==> src/rtl/shiftsub_div_pkg.sv <==
// Shared definitions for the shift-based arithmetic blocks (multiplier and divider).
package shiftsub_div_pkg;

  // Control states shared by the multiplier and the divider.
  typedef enum logic [1:0] {
    IDLE = 2'd0,
    RUN  = 2'd1,
    DONE = 2'd2
  } state_t;

  // Default operand width.
  localparam int N_DEF = 8;

  // The step counter must hold values 0..n.
  function automatic int cnt_width(input int w);
    return $clog2(w + 1);
  endfunction

  localparam int CNT_W_DEF = cnt_width(N_DEF);

endpackage

==> src/rtl/shiftsub_div_if.sv <==
// Start/stop handshake and operand/result bus for the shift-based divider.
interface shiftsub_div_if
  import shiftsub_div_pkg::*;
#(
  parameter int n = N_DEF
);

  logic           start;
  logic [2*n-1:0] i_A;
  logic [n-1:0]   i_B;
  logic           stop;
  logic           err;
  logic [n-1:0]   o_Q;
  logic [n-1:0]   o_R;

  modport master (
    output start, i_A, i_B,
    input  stop, err, o_Q, o_R
  );

  modport slave (
    input  start, i_A, i_B,
    output stop, err, o_Q, o_R
  );

endinterface

==> src/rtl/shiftsub_div_step.sv <==
// One restoring division step: shift the next dividend bit into the partial
// remainder and subtract the divisor when it fits.
module shiftsub_div_step #(
  parameter int n = 8
) (
  input  logic [n:0]   r_i,
  input  logic         d_i,
  input  logic [n-1:0] b_i,
  output logic [n:0]   r_next_o,
  output logic         q_bit_o
);

  // The partial remainder is always below the divisor, so r_i[n] is zero and
  // the shifted value fits n+1 bits; the extra top bit keeps the compare exact
  // for any input.
  logic [n+1:0] t;
  logic [n+1:0] b_ext;

  assign t     = {r_i, d_i};
  assign b_ext = {2'b00, b_i};

  // Compare, then either restore (keep t) or take the difference.
  always_comb begin
    q_bit_o  = (t >= b_ext);
    r_next_o = q_bit_o ? (n+1)'(t - b_ext) : (n+1)'(t);
  end

endmodule

==> src/rtl/shiftsub_div.sv <==
// Sequential restoring divider: 2n-bit dividend / n-bit divisor, one quotient
// bit per clock, on the same start/stop handshake as the shift-add multiplier.
module shiftsub_div
  import shiftsub_div_pkg::*;
#(
  parameter int n = N_DEF
) (
  input  logic           clk,
  input  logic           reset,
  shiftsub_div_if.slave  bus
);

  localparam int CW = cnt_width(n);

  state_t         state_q, state_d;
  logic [n:0]     r_q, r_d;
  logic [n-1:0]   qs_q, qs_d;
  logic [n-1:0]   b_q, b_d;
  logic [CW-1:0]  cnt_q, cnt_d;
  logic           stop_q, stop_d;
  logic           err_q, err_d;
  logic [n-1:0]   quo_q, quo_d;
  logic [n-1:0]   rem_q, rem_d;

  logic [n:0]     step_r;
  logic           step_q;
  logic [n-1:0]   qs_shift;

  shiftsub_div_step #(.n(n)) u_step (
    .r_i      (r_q),
    .d_i      (qs_q[n-1]),
    .b_i      (b_q),
    .r_next_o (step_r),
    .q_bit_o  (step_q)
  );

  assign qs_shift = {qs_q[n-2:0], step_q};

  // Next-state and datapath control.
  always_comb begin
    // NOTE: every signal gets a hold default first, so no path leaves one unassigned and no latch is inferred.
    state_d = state_q;
    r_d     = r_q;
    qs_d    = qs_q;
    b_d     = b_q;
    cnt_d   = cnt_q;
    stop_d  = stop_q;
    err_d   = err_q;
    quo_d   = quo_q;
    rem_d   = rem_q;

    case (state_q)
      IDLE, DONE: begin
        if (bus.start) begin
          stop_d = 1'b0;
          err_d  = 1'b0;
          b_d    = bus.i_B;
          // High half not below the divisor means the quotient cannot fit
          // n bits; this also catches a zero divisor.
          if (bus.i_A[2*n-1:n] >= bus.i_B) begin
            state_d = DONE;
            stop_d  = 1'b1;
            err_d   = 1'b1;
            quo_d   = '1;
            rem_d   = '0;
          end else begin
            state_d = RUN;
            r_d     = {1'b0, bus.i_A[2*n-1:n]};
            qs_d    = bus.i_A[n-1:0];
            cnt_d   = CW'(n);
          end
        end
      end

      RUN: begin
        r_d   = step_r;
        qs_d  = qs_shift;
        cnt_d = cnt_q - CW'(1);
        if (cnt_q == CW'(1)) begin
          state_d = DONE;
          quo_d   = qs_shift;
          rem_d   = step_r[n-1:0];
          stop_d  = 1'b1;
          err_d   = 1'b0;
        end
      end

      default: state_d = IDLE;
    endcase
  end

  // State and datapath registers with synchronous active-low reset.
  always_ff @(posedge clk) begin
    // NOTE: the whole datapath is reset as well, so an abandoned operation leaves nothing visible.
    if (!reset) begin
      state_q <= IDLE;
      r_q     <= '0;
      qs_q    <= '0;
      b_q     <= '0;
      cnt_q   <= '0;
      stop_q  <= 1'b0;
      err_q   <= 1'b0;
      quo_q   <= '0;
      rem_q   <= '0;
    end else begin
      // NOTE: non-blocking assignments so every register samples pre-edge values.
      state_q <= state_d;
      r_q     <= r_d;
      qs_q    <= qs_d;
      b_q     <= b_d;
      cnt_q   <= cnt_d;
      stop_q  <= stop_d;
      err_q   <= err_d;
      quo_q   <= quo_d;
      rem_q   <= rem_d;
    end
  end

  assign bus.stop = stop_q;
  assign bus.err  = err_q;
  assign bus.o_Q  = quo_q;
  assign bus.o_R  = rem_q;

endmodule

==> src/flat_wrapper.sv <==
// flat-port wrapper written by rule: the top's interface ports become plain ports
module shiftsub_div_flat import shiftsub_div_pkg::*;
#(
  parameter int n = N_DEF
)
  (clk, reset, bus_start, bus_i_A, bus_i_B, bus_stop, bus_err, bus_o_Q, bus_o_R);
  shiftsub_div_if #(.n(n)) bus_i ();
  input  logic clk;
  input  logic reset;
  input wire logic [$bits(bus_i.start)-1:0] bus_start;
  input wire logic [$bits(bus_i.i_A)-1:0] bus_i_A;
  input wire logic [$bits(bus_i.i_B)-1:0] bus_i_B;
  output wire logic [$bits(bus_i.stop)-1:0] bus_stop;
  output wire logic [$bits(bus_i.err)-1:0] bus_err;
  output wire logic [$bits(bus_i.o_Q)-1:0] bus_o_Q;
  output wire logic [$bits(bus_i.o_R)-1:0] bus_o_R;
  assign bus_i.start = bus_start;
  assign bus_i.i_A = bus_i_A;
  assign bus_i.i_B = bus_i_B;
  assign bus_stop = bus_i.stop;
  assign bus_err = bus_i.err;
  assign bus_o_Q = bus_i.o_Q;
  assign bus_o_R = bus_i.o_R;
  shiftsub_div #(.n(n)) u_core (.clk(clk), .reset(reset), .bus(bus_i));
endmodule
==> config.mk <==
export PLATFORM = sky130hd
export DESIGN_NAME = shiftsub_div_flat
export DESIGN_NICKNAME = d
export VERILOG_FILES = /design/src/rtl/shiftsub_div_pkg.sv /design/src/rtl/shiftsub_div_if.sv /design/src/rtl/shiftsub_div_step.sv /design/src/rtl/shiftsub_div.sv /design/src/flat_wrapper.sv
export SDC_FILE = /design/constraint.sdc
export NUM_CORES = 1
export LEC_CHECK = 0
export ABC_CLOCK_PERIOD_IN_PS = 3200
export CAP_MARGIN = 20
export CORE_MARGIN = 3
export CORE_UTILIZATION = 53
export CTS_BUF_LIST = sky130_fd_sc_hd__clkbuf_16
export DETAILED_ROUTE_END_ITERATION = 10
export PLACE_DENSITY_LB_ADDON = 0.05
export SYNTH_ARGS = -nofsm -noshare
export SYNTH_HDL_FRONTEND = slang
export SYNTH_SLANG_ARGS = --single-unit
==> constraint.sdc <==
create_clock -name clk -period 3.2 [get_ports clk]
set_input_delay 0.32 -clock clk [delete_from_list [all_inputs] [get_ports clk]]
set_output_delay 0.32 -clock clk [all_outputs]
set_load 0.03 [all_outputs]
==> summary.md <==
| Metric | Value |
|---|---|
| Critical Path Start Type | `register` |
| Data required time of the worst path | `roughly 3.4 ns` |
| Clk_skew | `approximately 0.0033 ns` |
| Drt first-iter violations | `approximately 120` |
| Final ANT Viol Nets | `0` |
| Vias post-DR | `2453` |
| Layout Area Growth over Synthesis | `23.6%` |
| RSZ-0062 raised after global routing | `no` |
| Postcts setup bufs | `0` |
| Total power per unit cell area | `roughly 560 nW/um^2` |
| I/O Pins | `45` |
| H-tree Lvls | `2` |
| Finished Cell Area | `3420 sq um` |
| Antenna violations before repair | `0` |
| Status | `finished clean` |
| Final min period | `between 2 and 3 ns` |
| CTS tree | `yes` |
| Share of power burned in registers | `a little under two fifths` |
| Top FF cell, synth | `dfxtp_1` |
| FF+latch count, synth | `between 40 and 50` |
| Num rows | `25` |
| Vias in the first global route | `about 2.4k` |
| Area after DPL | `between 3000 and 4000 sq um` |
| Wire per inst | `15.4 microns` |
| Top Family by Delay on Critical Path | `compound AO/OA/AOI/OAI gates` |
| CP arrival | `about 2.9 ns` |
| Peak supply drop | `approximately 310 uV` |
| Period utilization | `around 84%` |
| Clock buffer count from CTS | `5` |
| Hold buffers post-CTS | `0` |
| Sw Ratio | `~34%` |
| Hold Path Class | `register to register` |
| Global-route wire length before repair | `roughly 11000 microns` |
| Worst setup EP type | `register` |
| HPWL after DPL | `4950 microns` |
| All-Layer GR Usage | `a little under a quarter` |
| Commonest non-fill, non-tap cells in the layout | `dfxtp_1, clkdlybuf4s50_1, inv_1, a21oi_1, nand2_1` |
| Setup ws final | `0.518 ns` |
| Initial Util | `between 50% and 60%` |
| Die Y | `approximately 78 microns` |
| FFs w/ async S/R, synth | `0%` |
| Longest Clk Path Bufs | `2` |
| Dominant cell type by area after synthesis | `dfxtp_1` |
| Post-CTS Resized | `0` |
| Crit-path cells | `inv_1 > ha_1 > inv_1 > fa_1 > a211oi_4 > o21ai_2 > a211o_1 > mux2_4 > a22o_1` |
| Sw Pwr | `roughly 660 uW` |
| Drt drc | `0` |
| Worst setup path category | `register to register` |
| Drt via density | `between 5 and 6` |
| WL final | `about 6600 microns` |
| Crit path largest cell delay | `0.49 ns` |
| Post-synth top area share | `a little over a third` |
| Pint | `about 1.3 mW` |
| Total Neg Setup Slack | `0 ns` |
| Overflow after GRT | `0` |
| Syn avg cell area | `8.68 sq um` |
| Design Power | `around 1.9 mW` |
| Fmax | `roughly 0.37 GHz` |
| Post-synth EDFFs | `0` |
| Chip Width | `around 78 microns` |
| Largest fanout on the critical path | `10` |
| Endpoints failing setup | `0` |
| Antenna fix cells | `0` |
| Clock latency on the worst-skew pair | `~0.28 ns` |
| Filler Cells Inserted | `approximately 440` |
| Syn nets | `roughly 370` |
| Gate Count Post-Synth | `319` |
| Core area | `between 4000 and 5000 sq um` |
| GPL Wtd Cong | `between 0.8 and 0.9` |
| Crit-path slowest cell | `a211o_1` |
| DP Worst Slack | `~0.43 ns` |
| Largest net degree at the start of global routing | `29` |
| Leak | `about 1.4 nW` |
| Synth area leaders | `dfxtp_1, ha_1, mux2i_1` |
| Die ar. | `6130 sq um` |
| # nets final | `408` |
| Max cap viols | `0` |
| Post-Synthesis Cell Area | `2770 sq um` |
| Synthesis Warnings | `0` |
| CTS Root Cell | `clkbuf_16` |
| Layout cells sized above 1 | `under 10%` |
| Comb power frac | `between 30% and 40%` |
| Relative slew slack | `between 50% and 60%` |
| Max Slew Vio Count | `0` |
| Synth unique cells | `53` |
| Clock slew seen by the registers of the worst setup and hold paths | `roughly 0.060 ns` |
| Final core occ | `between 70% and 80%` |
| Clock power frac | `about a quarter` |
| CTS Sinks | `49` |
| Endpoints failing hold | `0` |
| Worst-Margin Slew | `about 0.60 ns` |
| I/O Buffers | `44` |
| Drt first pass iters | `4` |
| Commonest non-fill, non-tap cell in the layout | `dfxtp_1` |
| Sequential-to-total area share from yosys stat | `between 30% and 40%` |
| WP buf/inv | `2` |
| Cell mode on critical path | `inv_1` |
==> power by group through the flow <==
stage	Sequential [mW]	Combinational [mW]	Clock [mW]
finish	0.722	0.716	0.493
global route	0.728	0.795	0.532
CTS	0.721	0.714	0.501
detailed placement	0.734	0.707	0
global placement	0.732	0.699	0
floorplan	0.747	0.513	0
==> through the flow <==
stage / hold WS (ns) / cells
2_1_floorplan: 0.436 / 319
3_3_place_gp: 0.446 / 422
3_5_place_dp: 0.449 / 422
4_1_cts: 0.457 / 430
5_1_grt: 0.473 / 430
6_report: 0.456 / 430
==> synth_stat cells, types with 4 or more instances <==
master     number
nand2b_1        5
o21ai_0        13
a2111oi_0       4
a21oi_1        31
clkbuf_1       12
nor3b_1         4
o2bb2ai_1       6
a22o_1          5
mux2i_1        18
dfxtp_1        49
ha_1           18
nor4_1          8
a31oi_1         5
nor3_1          9
nand2_1        28
a211oi_1        5
nor2_1         13
a21o_1          5
inv_1          29
==> worst reg2reg max path, delay by kind of cell (launching register included) <==
kind / cells / cell delay, ns
compound gates: 4 / 1.11
fa+ha+maj: 2 / 0.62
buf+inv: 2 / 0.14
flops: 1 / 0.32
mux: 1 / 0.37
==> final timing paths <==
path | start | to | slack (ns) | cells after the start
worst max-delay path | u_core.qs_q[7] | u_core.bus.o_R[4] | 0.52 | 9
worst min-delay path | u_core.b_q[7] | u_core.b_q[7] | 0.46 | 2
worst max register to register | u_core.qs_q[7] | u_core.bus.o_R[4] | 0.52 | 9
worst min register to register | u_core.b_q[7] | u_core.b_q[7] | 0.46 | 2
==> cell type report <==
class | count | area, sq um | area share, %
Clock inverter | 3 | 15.0 | 0.439
Clock buffer | 5 | 125 | 3.66
Sequential cell | 49 | 981 | 28.7
Multi-Input combinational cell | 223 | 1600 | 46.7
Tap cell | 67 | 83.8 | 2.45
Timing Repair Buffer | 52 | 500 | 14.6
Inverter | 31 | 116 | 3.40
==> flip-flops by register name, summed over array words and instances (netlist names) <==
| register | cells |
|---|---|
| u_core.r_q | 9 |
| u_core.b_q | 8 |
| u_core.bus.o_Q | 8 |
| u_core.bus.o_R | 8 |
| u_core.qs_q | 8 |
| u_core.cnt_q | 4 |
| u_core.state_q | 2 |
| u_core.bus.err | 1 |
| u_core.bus.stop | 1 |
==> layer usage <==
layer  part of all wire, %  vias up  global-route usage [%]
li1                      -     1248                       -
met1                    45     1136                    29.8
met2                    48       59                    38.4
met3                   4.4       10                    4.13
met4                   2.1        0                    7.69
met5                     0        -                       0
==> kinds of logic (layout without fill, tap and decap cells) <==
logic type,Yosys count,count (layout),synth area share (%)
and+or+nand+nor,81,81,14.5
muxes,21,21,8.14
AOI/OAI and AO/OA,98,98,25.0
adders and majority gates,19,19,8.86
DFF,49,49,35.4
xor gates and xnor gates,4,4,1.27
buffers and inverters,47,91,6.78
(Power assumes the default switching activity.)
